$ cat src/rtl/mac_share_ctrl.sv
// Round-robin scheduler for a shared add/multiply pipeline.
// In-flight ops are tagged and results land in a credit-guarded response FIFO.
module mac_share_ctrl #(
  parameter int LAT   = 2,
  parameter int DEPTH = 4
) (
  input  logic        clk,
  input  logic        reset,
  input  logic        req0_valid,
  input  logic [7:0]  req0_a,
  input  logic [7:0]  req0_b,
  output logic        req0_ready,
  input  logic        req1_valid,
  input  logic [7:0]  req1_a,
  input  logic [7:0]  req1_b,
  output logic        req1_ready,
  output logic [7:0]  dp_a,
  output logic [7:0]  dp_b,
  output logic        dp_valid,
  input  logic [7:0]  dp_s1,
  input  logic [15:0] dp_s2,
  output logic        rsp_valid,
  output logic        rsp_id,
  output logic [7:0]  rsp_s1,
  output logic [15:0] rsp_s2,
  input  logic        rsp_ready
);

  localparam int AW = $clog2(DEPTH);
  localparam int PW = AW + 1;
  localparam int CW = $clog2(DEPTH + 1);

  logic [CW-1:0] credits;
  logic          rr;
  logic          allow;
  logic          gnt0;
  logic          gnt1;
  logic          issue;
  logic          pop;
  logic          push;
  logic          full;
  logic          dp_id;
  logic [LAT-1:0] tv;
  logic [LAT-1:0] tid;
  logic [PW-1:0] wp;
  logic [PW-1:0] rp;
  logic [24:0]   mem [DEPTH];
  logic [24:0]   head;

  // Credits cover in-flight ops plus FIFO entries, so a push never overflows.
  assign allow = credits < CW'(DEPTH);

  assign gnt0 = reset & allow & req0_valid
              & (~req1_valid | ~rr);
  assign gnt1 = reset & allow & req1_valid
              & (~req0_valid | rr);

  assign issue      = gnt0 | gnt1;
  assign req0_ready = gnt0;
  assign req1_ready = gnt1;

  always_ff @(posedge clk or negedge reset) begin
    if (!reset) begin
      credits  <= '0;
      rr       <= 1'b0;
      dp_valid <= 1'b0;
      dp_a     <= '0;
      dp_b     <= '0;
      dp_id    <= 1'b0;
    end else begin
      credits  <= credits + CW'(issue) - CW'(pop);
      dp_valid <= issue;
      if (issue) begin
        rr    <= gnt0;
        dp_id <= gnt1;
        dp_a  <= gnt1 ? req1_a : req0_a;
        dp_b  <= gnt1 ? req1_b : req0_b;
      end
    end
  end

  always_ff @(posedge clk or negedge reset) begin
    if (!reset) begin
      tv  <= '0;
      tid <= '0;
    end else begin
      tv[0]  <= dp_valid;
      tid[0] <= dp_id;
      for (int i = 1; i < LAT; i++) begin
        tv[i]  <= tv[i-1];
        tid[i] <= tid[i-1];
      end
    end
  end

  assign push = tv[LAT-1];
  assign pop  = rsp_valid & rsp_ready;
  assign full = (wp[PW-1] != rp[PW-1])
              && (wp[AW-1:0] == rp[AW-1:0]);

  always_ff @(posedge clk or negedge reset) begin
    if (!reset) begin
      wp <= '0;
      rp <= '0;
    end else begin
      if (push && !full) wp <= wp + 1'b1;
      if (pop)           rp <= rp + 1'b1;
    end
  end

  always_ff @(posedge clk) begin
    if (push && !full)
      mem[wp[AW-1:0]] <= {tid[LAT-1], dp_s1, dp_s2};
  end

  // Head fields are masked so the outputs read zero whenever empty.
  assign head      = mem[rp[AW-1:0]];
  assign rsp_valid = wp != rp;
  assign rsp_id    = rsp_valid & head[24];
  assign rsp_s1    = rsp_valid ? head[23:16] : '0;
  assign rsp_s2    = rsp_valid ? head[15:0] : '0;

endmodule
$ cat config.mk
export PLATFORM = sky130hd
export DESIGN_NAME = mac_share_ctrl
export DESIGN_NICKNAME = d
export VERILOG_FILES = /design/src/rtl/mac_share_ctrl.sv
export SDC_FILE = /design/constraint.sdc
export NUM_CORES = 1
export LEC_CHECK = 0
export ABC_AREA = 1
export CORE_MARGIN = 3
export CORE_UTILIZATION = 25
export CTS_CLUSTER_DIAMETER = 200
export DETAILED_ROUTE_END_ITERATION = 12
export DONT_BUFFER_PORTS = 1
export MAX_ROUTING_LAYER = met4
export PLACE_DENSITY = 0.46
export REMOVE_ABC_BUFFERS = 1
export SLEW_MARGIN = 5
export SYNTH_ARGS = -nofsm -noshare
export SYNTH_HDL_FRONTEND = slang
export SYNTH_SLANG_ARGS = --single-unit
$ cat constraint.sdc
create_clock -name clk -period 4.1 [get_ports clk]
set_input_delay 0.41 -clock clk [delete_from_list [all_inputs] [get_ports clk]]
set_output_delay 0.41 -clock clk [all_outputs]
set_load 0.01 [all_outputs]
# After elaboration in Yosys (flattened, before gate mapping)

Memory sizes are Yosys's and may differ from the RTL's.
Cells that the tools add are included.

Bits in registers: 32
Bits in writable memories: 100
Input bits: 61
Output and inout bits: 45
Memories kept: 1

$add $sub $neg: 4
Order comparisons: 1
Equal/unequal tests: 3
Multiplexer cells: 6
Bitwise gates (word level): 13
Reductions and logical operators: 3

Memory list:

| name | depth | bits a word | read ports | clocked after Yosys merged registers in | wr ports | line | RTL |
|---|---|---|---|---|---|---|---|
| mem  | 4     | 25          | 1          | 0                                       | 1        | 47   | `logic [24:0] mem [DEPTH];` |

Operators by type and width:

| cell                | number |
|---|---|
| $mux 8              | 3 |
| $mux 16             | 1 |
| $and 1x1->1         | 7 |
| $add 3x1->3 const B | 2 |
| $add 3x1->3         | 1 |
| $lt 3x3->1 const B  | 1 |
| $ne 3x3->1          | 1 |
| $not 1->1           | 3 |
| $or 1x1->1          | 3 |
| $sub 3x1->3         | 1 |
| $eq 2x2->1          | 1 |
| $logic_and 1x1->1   | 2 |
| $mux 1              | 2 |
| $logic_not 1->1     | 1 |
| $ne 1x1->1          | 1 |

# Depth between registers and ports, before layout

Gate-level depths: netlist (run 1).

Word-level depth: 7
Depth in mapped cells: 14
Mapped depth without buffers: 12

# Worst setup path after synthesis (run 1)

OpenSTA, ideal clock, no wires.

Path type: register -> register
Start: reg rp[0]
End: mem mem[0][0] (enable)
Setup time: 0.407 ns
Arrival: 1.999 ns
Setup slack: 1.694 ns
Cell stages (with the launch flop): 8
Path buffers: 1
Period minus slack after synthesis: 2.406 ns
Cells stage by stage: dfrtp_1 > buf_2 > inv_2 > nand2_1 > nand2_1 > nand3_1 > nand2_1 > nor2_1

Cells in the longest elaborated chain, start to end: 6

RTL lines:

| what                         | line | RTL |
|---|---|---|
| start: declaration           | 46   | `logic [PW-1:0] rp;` |
| start signal: assignment     | 107  | `if (pop) rp <= rp + 1'b1;` |
| $eq 2x2->1                   | 99   | `&& (wp[AW-1:0] == rp[AW-1:0]);` |
| $logic_and 1x1->1            | 99   |  |
| $logic_not 1->1              | 112  | `if (push && !full)` |
| $logic_and 1x1->1            | 112  |  |
| $mux 1                       | 112  |  |
| $mux 1 (not written as such) | 113  | `mem[wp[AW-1:0]] <= {tid[LAT-1], dp_s1, dp_s2};` |
| end: declaration             | 47   |  |

Every way passes these cells.

# Worst setup path after layout (run 1)

Start: reg credits[2]
End: reg credits[2]

Cells in the longest elaborated chain, start to end: 7

RTL lines:

| what                           | line   | RTL |
|---|---|---|
| start: declaration             | 33     | `logic [CW-1:0] credits;` |
| start signal: assignment       | 71     | `credits <= credits + CW'(issue) - CW'(pop);` |
| $lt 3x3->1                     | 51     | `assign allow = credits < CW'(DEPTH);` |
| $and 1x1->1                    | 53, 55 |  |
| $and 1x1->1 (on tied branches) | 53, 55 |  |
| $and 1x1->1 (on tied branches) | 54, 56 |  |
| $or 1x1->1                     | 58     | `assign issue = gnt0 \| gnt1;` |
| $add 3x1->3 *                  | 71     |  |
| $sub 3x1->3 *                  | 71     |  |

Every way passes the cells marked *; elsewhere a longest branch is shown, timed or not.
A chain may end at the register's enable or synchronous reset.

==> impl_metrics.ini, run 1 <==
[status]
status = complete, no violations

[critical_path]
worstSetupEndpointType = flip-flop
rr_startpoint = credits[2]$_DFF_PN0_
cp_top_family = adder cells
rr_endpoint = credits[2]$_DFF_PN0_
crit_chain = nor2_8 -> nand3_4 -> nand2_4 -> inv_4 -> ha_1 -> inv_1 -> ha_1 -> fa_1 -> xnor2_1 -> xor2_1
crit_fanout = 19
reg2reg_slack_ns = 1.42
cpMostUsedCell = ha_1
arrival_ns = 3.02
path_class = flip-flop to flip-flop
required_ns = 4.44
reg2reg_depth = 10
slowest_stage = dfrtp_1
cp_slowest_stage_delay_ns = 0.44
start_kind = flip-flop
critPathBufInv = 2

[power]
power_frac_seq = 0.395
p_int_w = 0.003198
vdd_drop_max_v = 0.0002708
switchingPower_w = 0.001775
p_sw_frac = 0.3569
p_per_area_nw_per_um2 = 747.8
combPwrFrac = 0.285
total_power_w = 0.004973
pwr-share-clk = 0.320
cellLeakagePower_nw = 2.795

[global_routing]
grt_pass1_vias = 3742
grt_pass1_wl_mm = 19.72
use_met3 = 0.04592
grt_overflow = 0
grt_max_degree = 52
grt.total_usage = 0.1074
grt_use_met1 = 0.1269
antenna_found_initial = 0
grt-busiest-layer = met2
grtUsageMet2 = 0.1617

[floorplan]
design.die.area_um2 = 24700
io_pins = 106
die_h_um = 157.2
core_area_um2 = 22160
start_util = 0.2578
die_x_um = 157.2
placementRows = 54

[finish]
diodes = 0
fin_util = 0.3001
syn_to_final_growth_pct = 16.40
finalNetCount = 618
final_cell_area_um2 = 6650
drive_gt1_frac = 0.08185

[logic_synthesis]
ys_types = 24
syn_avg_cell_area_um2 = 10.39
synth_seq_cells = 132
synthFlopType = edfxtp_1
synth.largest_area_cell = edfxtp_1
synthTopCellsByArea = edfxtp_1 53%, dfrtp_1 14%, nand2_1 6.8%
postSynthCellCount = 550
synthArstFlopShare = 0.2424
netlist_area_um2 = 5713
ys_seq_area_frac = 0.6658
netlist.area_leader.share = 0.5256
yosysWarnings = 0
synth_edf_count = 100

[clock_network]
cts_buffer_depth = 2
clockRootBuffer = clkbuf_16
cts-resized-gates = 0
clkTransAtPathRegs_ns = 0.06
cts_buffers = 17
clock-sinks = 132
clk_latency_ns = 0.42
cts_max_level = 4
post_cts_buffers = 0
cts_tree = yes

[timing]
finalSetupViolCount = 0
clock.fmax_ghz = 0.3735
tightest_slew_ns = 0.8292
clock_skew_ns = 0.01891
maxSlewHeadroom = 0.4459
hold_viol_final = 0
fin_crit_sh = 0.6530
tns_ns = 0
hold_ws_ns = 0.08653
grt_setup_unrepaired = no
slew_violations = 0
period_minus_slack_ns = 2.677

[detailed_routing]
drt_iter0_markers = 204
via_count = 3649
wire_per_inst_um = 14.49
viasPerCell = 4.334
first_pass_iters = 4
ant_nets = 0
wirelength_mm = 12.20
drc_errors = 0

[placed_design]
dpl.hpwl_mm = 8.107
place_area_um2 = 5998
portBuffers = 0
gp_congestion = 0.8357

[worst_hold_path]
min_delay_worst_endpoint = mem[0][4]$_DFFE_PP_
hold_class = input pin to flip-flop
hold_depth = 0
min-delay-start = dp_s2[4]

[flow_run]
drv_cap = 0
-- worst reg2reg max path, delay by kind of cell, from the launching register on --
kind	cells	cell delay (ns)
XOR/XNOR	2	0.38
adder cells (fa/ha/maj)	3	0.84
buffers and inverters	2	0.17
flip-flops	1	0.44
AND/OR/NAND/NOR	3	0.78
-- metrics by stage --
stage,instances,worst slack [ns]
after floorplan,523,0.4212
final,842,1.423
after global routing,842,1.129
after detailed placement,808,1.395
after CTS,842,1.386
after global placement,808,1.484
-- cells in the final DEF (no fill, tap or decap), drive strengths merged --
cell type and instances:
clkbuf 20, nand2 106, fa 1, edfxtp 100, buf 6, dfrtp 32, nor2 79, inv 77
nand4 16, dlygate4sd3 1, o21ai 76, clkinv 7, nand3 26, ha 7, xnor2 1, xor2 2
bufinv 5
-- cell usage after synthesis, types with 7 or more instances --
cell,count
o21ai_0,68
dfrtp_1,32
o21ai_1,8
nand4_1,16
ha_1,7
clkbuf_1,10
nand3_1,24
nand2_1,103
inv_1,75
buf_2,13
edfxtp_1,100
nor2_1,78
-- worst max path at each step --
stage / startpoint / endpoint / slack [ns] / cells past startpoint
floorplan: rp[0]$_DFFE_PN0P_ / credits[2]$_DFF_PN0_ / 0.42 / 12
global placement: reset / credits[2]$_DFF_PN0_ / 1.48 / 11
detailed placement: reset / credits[2]$_DFF_PN0_ / 1.40 / 11
CTS: credits[2]$_DFF_PN0_ / credits[2]$_DFF_PN0_ / 1.39 / 10
global route: credits[2]$_DFF_PN0_ / credits[2]$_DFF_PN0_ / 1.13 / 10
finish: credits[2]$_DFF_PN0_ / credits[2]$_DFF_PN0_ / 1.42 / 10
-- power groups by stage --
stage          sequential (W)  clock (W)  combinational [W]
2_1_floorplan         0.00197          0            0.00100
3_3_place_gp          0.00199          0            0.00142
3_5_place_dp          0.00198          0            0.00146
4_1_cts               0.00196    0.00163            0.00146
5_1_grt               0.00200    0.00170            0.00167
6_report              0.00196    0.00159            0.00142
-- registers in the layout (all words and copies together), names as in the netlist, 2 cells and up --
signal and cells:
tid 2, dp_b 8, dp_a 8, wp 3, rp 3, tv 2
mem 100, credits 3
-- routing by layer --
metal,part of all wire,routed length (µm)
met5,0,0
met1,0.44,5407
met4,0.012,144
met2,0.46,5605
met3,0.086,1045
-- logic make-up (layout without fill, tap and decap cells) --
group           count (synthesis)  after routing  share of synthesized area
buf+inv                       104            116                    0.07424
xor+xnor                        3              3                   0.004600
flops                         132            132                     0.6658
compound gates                 76             76                    0.06658
simple gates                  227            227                     0.1700
fa+ha+maj                       8              8                    0.01883
-- final cells by class --
type,count,area [µm²]
Timing Repair Buffer,7,67.56
Clock inverter,12,185.2
Fill cell,2273,15510
Inverter,77,291.5
Clock buffer,20,436.7
Sequential cell,132,3806
Tap cell,280,350.3
Multi-Input combinational cell,314,1513
-- repair_timing --
action,CTS,global route
setup endpoints to repair,0,0
endpoints found under the hold margin,32,0
hold buffers,2,0
Note: power is estimated with default switching activity, not from simulation.
==> run 2: changes to the inputs <==
==> constraint.sdc (replaced) <==
create_clock -name clk -period 2.67 [get_ports clk]
set_input_delay 0.267 -clock clk [delete_from_list [all_inputs] [get_ports clk]]
set_output_delay 0.267 -clock clk [all_outputs]
set_load 0.01 [all_outputs]
==> run 2 against run 1 <==
Net effect:
- largest power group unchanged
- register-to-register slack got worse by 1.1 ns
- cell area increased by 4.3%
- global-route usage increased by 0.51 points
- setup slack got worse by 1.1 ns
- clock power increased by 37%
- sequential power increased by 49%
- final cell count increased by 4.2%
- via count increased by 3.5%
==> impl_metrics.ini, run 2 (synthesized netlist as in run 1, its figures left out) <==
[critical_path]
crit_fanout = 17
path_class = flip-flop to flip-flop
start_kind = flip-flop
rr_startpoint = rr$_DFFE_PN0N_
reg2reg_depth = 11
worstSetupEndpointType = flip-flop
required_ns = 3.00
arrival_ns = 2.63
reg2reg_slack_ns = 0.37
rr_endpoint = credits[2]$_DFF_PN0_

[finish]
finalNetCount = 651
final_common_cell = nand2_1
syn_to_final_growth_pct = 21.35
largest_reg_flops = 100
n_fill_cell = 2269
final_cell_area_um2 = 6933
drive_gt1_frac = 0.09076
mostFrequentLayoutCells = 103 x nand2_1, 100 x edfxtp_1, 75 x inv_1, 75 x nor2_1, 68 x o21ai_0
layout.cells.non_filler = 877

[clock_network]
post_cts_buffers = 0
clkTransAtPathRegs_ns = 0.06
cts_buffer_depth = 2
cts_tree = yes
cts_buffers = 17
clock-sinks = 132
cts_max_level = 4
clk_latency_ns = 0.41
clockRootBuffer = clkbuf_16

[global_routing]
antenna_found_initial = 1
grt_max_degree = 52
grt_overflow = 0
grt.total_usage = 0.1125
grt_pass1_wl_mm = 20.63
grt_pass1_vias = 3820

[detailed_routing]
drc_errors = 0
first_pass_iters = 4
wire_per_inst_um = 14.57
drt_iter0_markers = 239
wirelength_mm = 12.78
ant_nets = 0
viasPerCell = 4.308
via_count = 3778

[placed_design]
place_area_um2 = 6096
gp_congestion = 0.7864
place_inst = 816
dpl.hpwl_mm = 7.991
portBuffers = 0

[timing]
slew_violations = 0
clock.fmax_ghz = 0.4346
period_minus_slack_ns = 2.301
finalSetupViolCount = 0
clock_skew_ns = 0.006611
fin_crit_sh = 0.8618
grt_setup_unrepaired = no
maxSlewHeadroom = 0.6294
tightest_slew_ns = 0.5559
hold_viol_final = 0

[floorplan]
start_util = 0.2578
placementRows = 54
io_pins = 106
core_area_um2 = 22160
design.die.area_um2 = 24700
die_x_um = 157.2
die_h_um = 157.2

[power]
vdd_drop_max_v = 0.0004380
p_per_area_nw_per_um2 = 1086
cellLeakagePower_nw = 2.910

[worst_hold_path]
hold_depth = 3
min_delay_worst_endpoint = rp[1]$_DFFE_PN0P_
hold_class = input pin to flip-flop
min-delay-start = rsp_ready

[flow_run]
drv_cap = 0

[status]
status = complete, no violations
-- run 2: cell count changes in the layout (fill, tap and decap cells not counted), sizes merged --
cell / delta
dlygate4sd3: +25
buf: +8
bufinv: -3
clkinvlp: +2
diode: +2
clkbuf: +1
-- run 2: how the worst max path moves through the flow --
stage	from	to	slack, ns	cells past startpoint
global placement	rr$_DFFE_PN0N_	credits[2]$_DFF_PN0_	0.46	11
CTS	rr$_DFFE_PN0N_	credits[2]$_DFF_PN0_	0.35	11
floorplan	rp[0]$_DFFE_PN0P_	credits[2]$_DFF_PN0_	-1.01	12
global route	rr$_DFFE_PN0N_	credits[2]$_DFF_PN0_	0.22	11
detailed placement	rr$_DFFE_PN0N_	credits[2]$_DFF_PN0_	0.35	11
finish	rr$_DFFE_PN0N_	credits[2]$_DFF_PN0_	0.37	11
-- run 2: what timing repair did --
item	CTS	global route
gates resized for setup	0	0
hold buffers	27	0
endpoints found under the hold margin	131	0
-- run 2: layer usage --
layer  part of all wire  global-route usage  wire length (µm)  vias to the layer above
met4             0.0098             0.03595               125                        0
met2               0.46              0.1740              5841                      112
met5                  0                   -                 0                        -
met1               0.47              0.1400              6038                     1782
met3              0.061             0.03767               775                       12
li1                   -                   -                 -                     1872
-- run 2: per-stage QoR --
step,power [W],util,hold WS (ns),TNS (ns),setup slack [ns]
3_5_place_dp,0.005405,0.2751,-0.02769,0,0.3506
5_1_grt,0.008123,0.3127,0.05934,0,0.2222
2_1_floorplan,0.004562,-,-0.02859,-68.73,-1.009
4_1_cts,0.007669,0.3126,0.02118,0,0.3490
6_report,0.007529,0.3128,0.04121,0,0.3691
3_3_place_gp,0.005347,0.2751,-0.02747,0,0.4576
-- run 2: area by class of cell --
| class | instances | area (µm²) | share of cell area |
|---|---|---|---|
| antenna | 2 | 5.005 | 0.0007219 |
| clock buffer | 21 | 440.4 | 0.06353 |
| clock inverter | 11 | 111.4 | 0.01606 |
| inverter | 77 | 291.5 | 0.04205 |
| multi-input combinational | 314 | 1513 | 0.2182 |
| sequential | 132 | 3806 | 0.5490 |
| tap | 280 | 350.3 | 0.05053 |
| timing repair buffer | 40 | 415.4 | 0.05992 |
-- run 2: critical path, stage by stage, from the launching register on --
cell	delay [ns]
dfrtp_1	0.35
inv_1	0.06
nand2_2	0.27
nand3_4	0.13
nand2_4	0.10
inv_4	0.08
ha_1	0.28
inv_1	0.04
ha_1	0.18
fa_1	0.39
xnor2_1	0.19
xor2_1	0.16
-- run 2: power by group --
part | switching [W] | internal (W)
Clock | 0.000817 | 0.00136
Combinational | 0.00171 | 0.000711
Sequential | 0.000282 | 0.00265
Total | 0.00281 | 0.00472
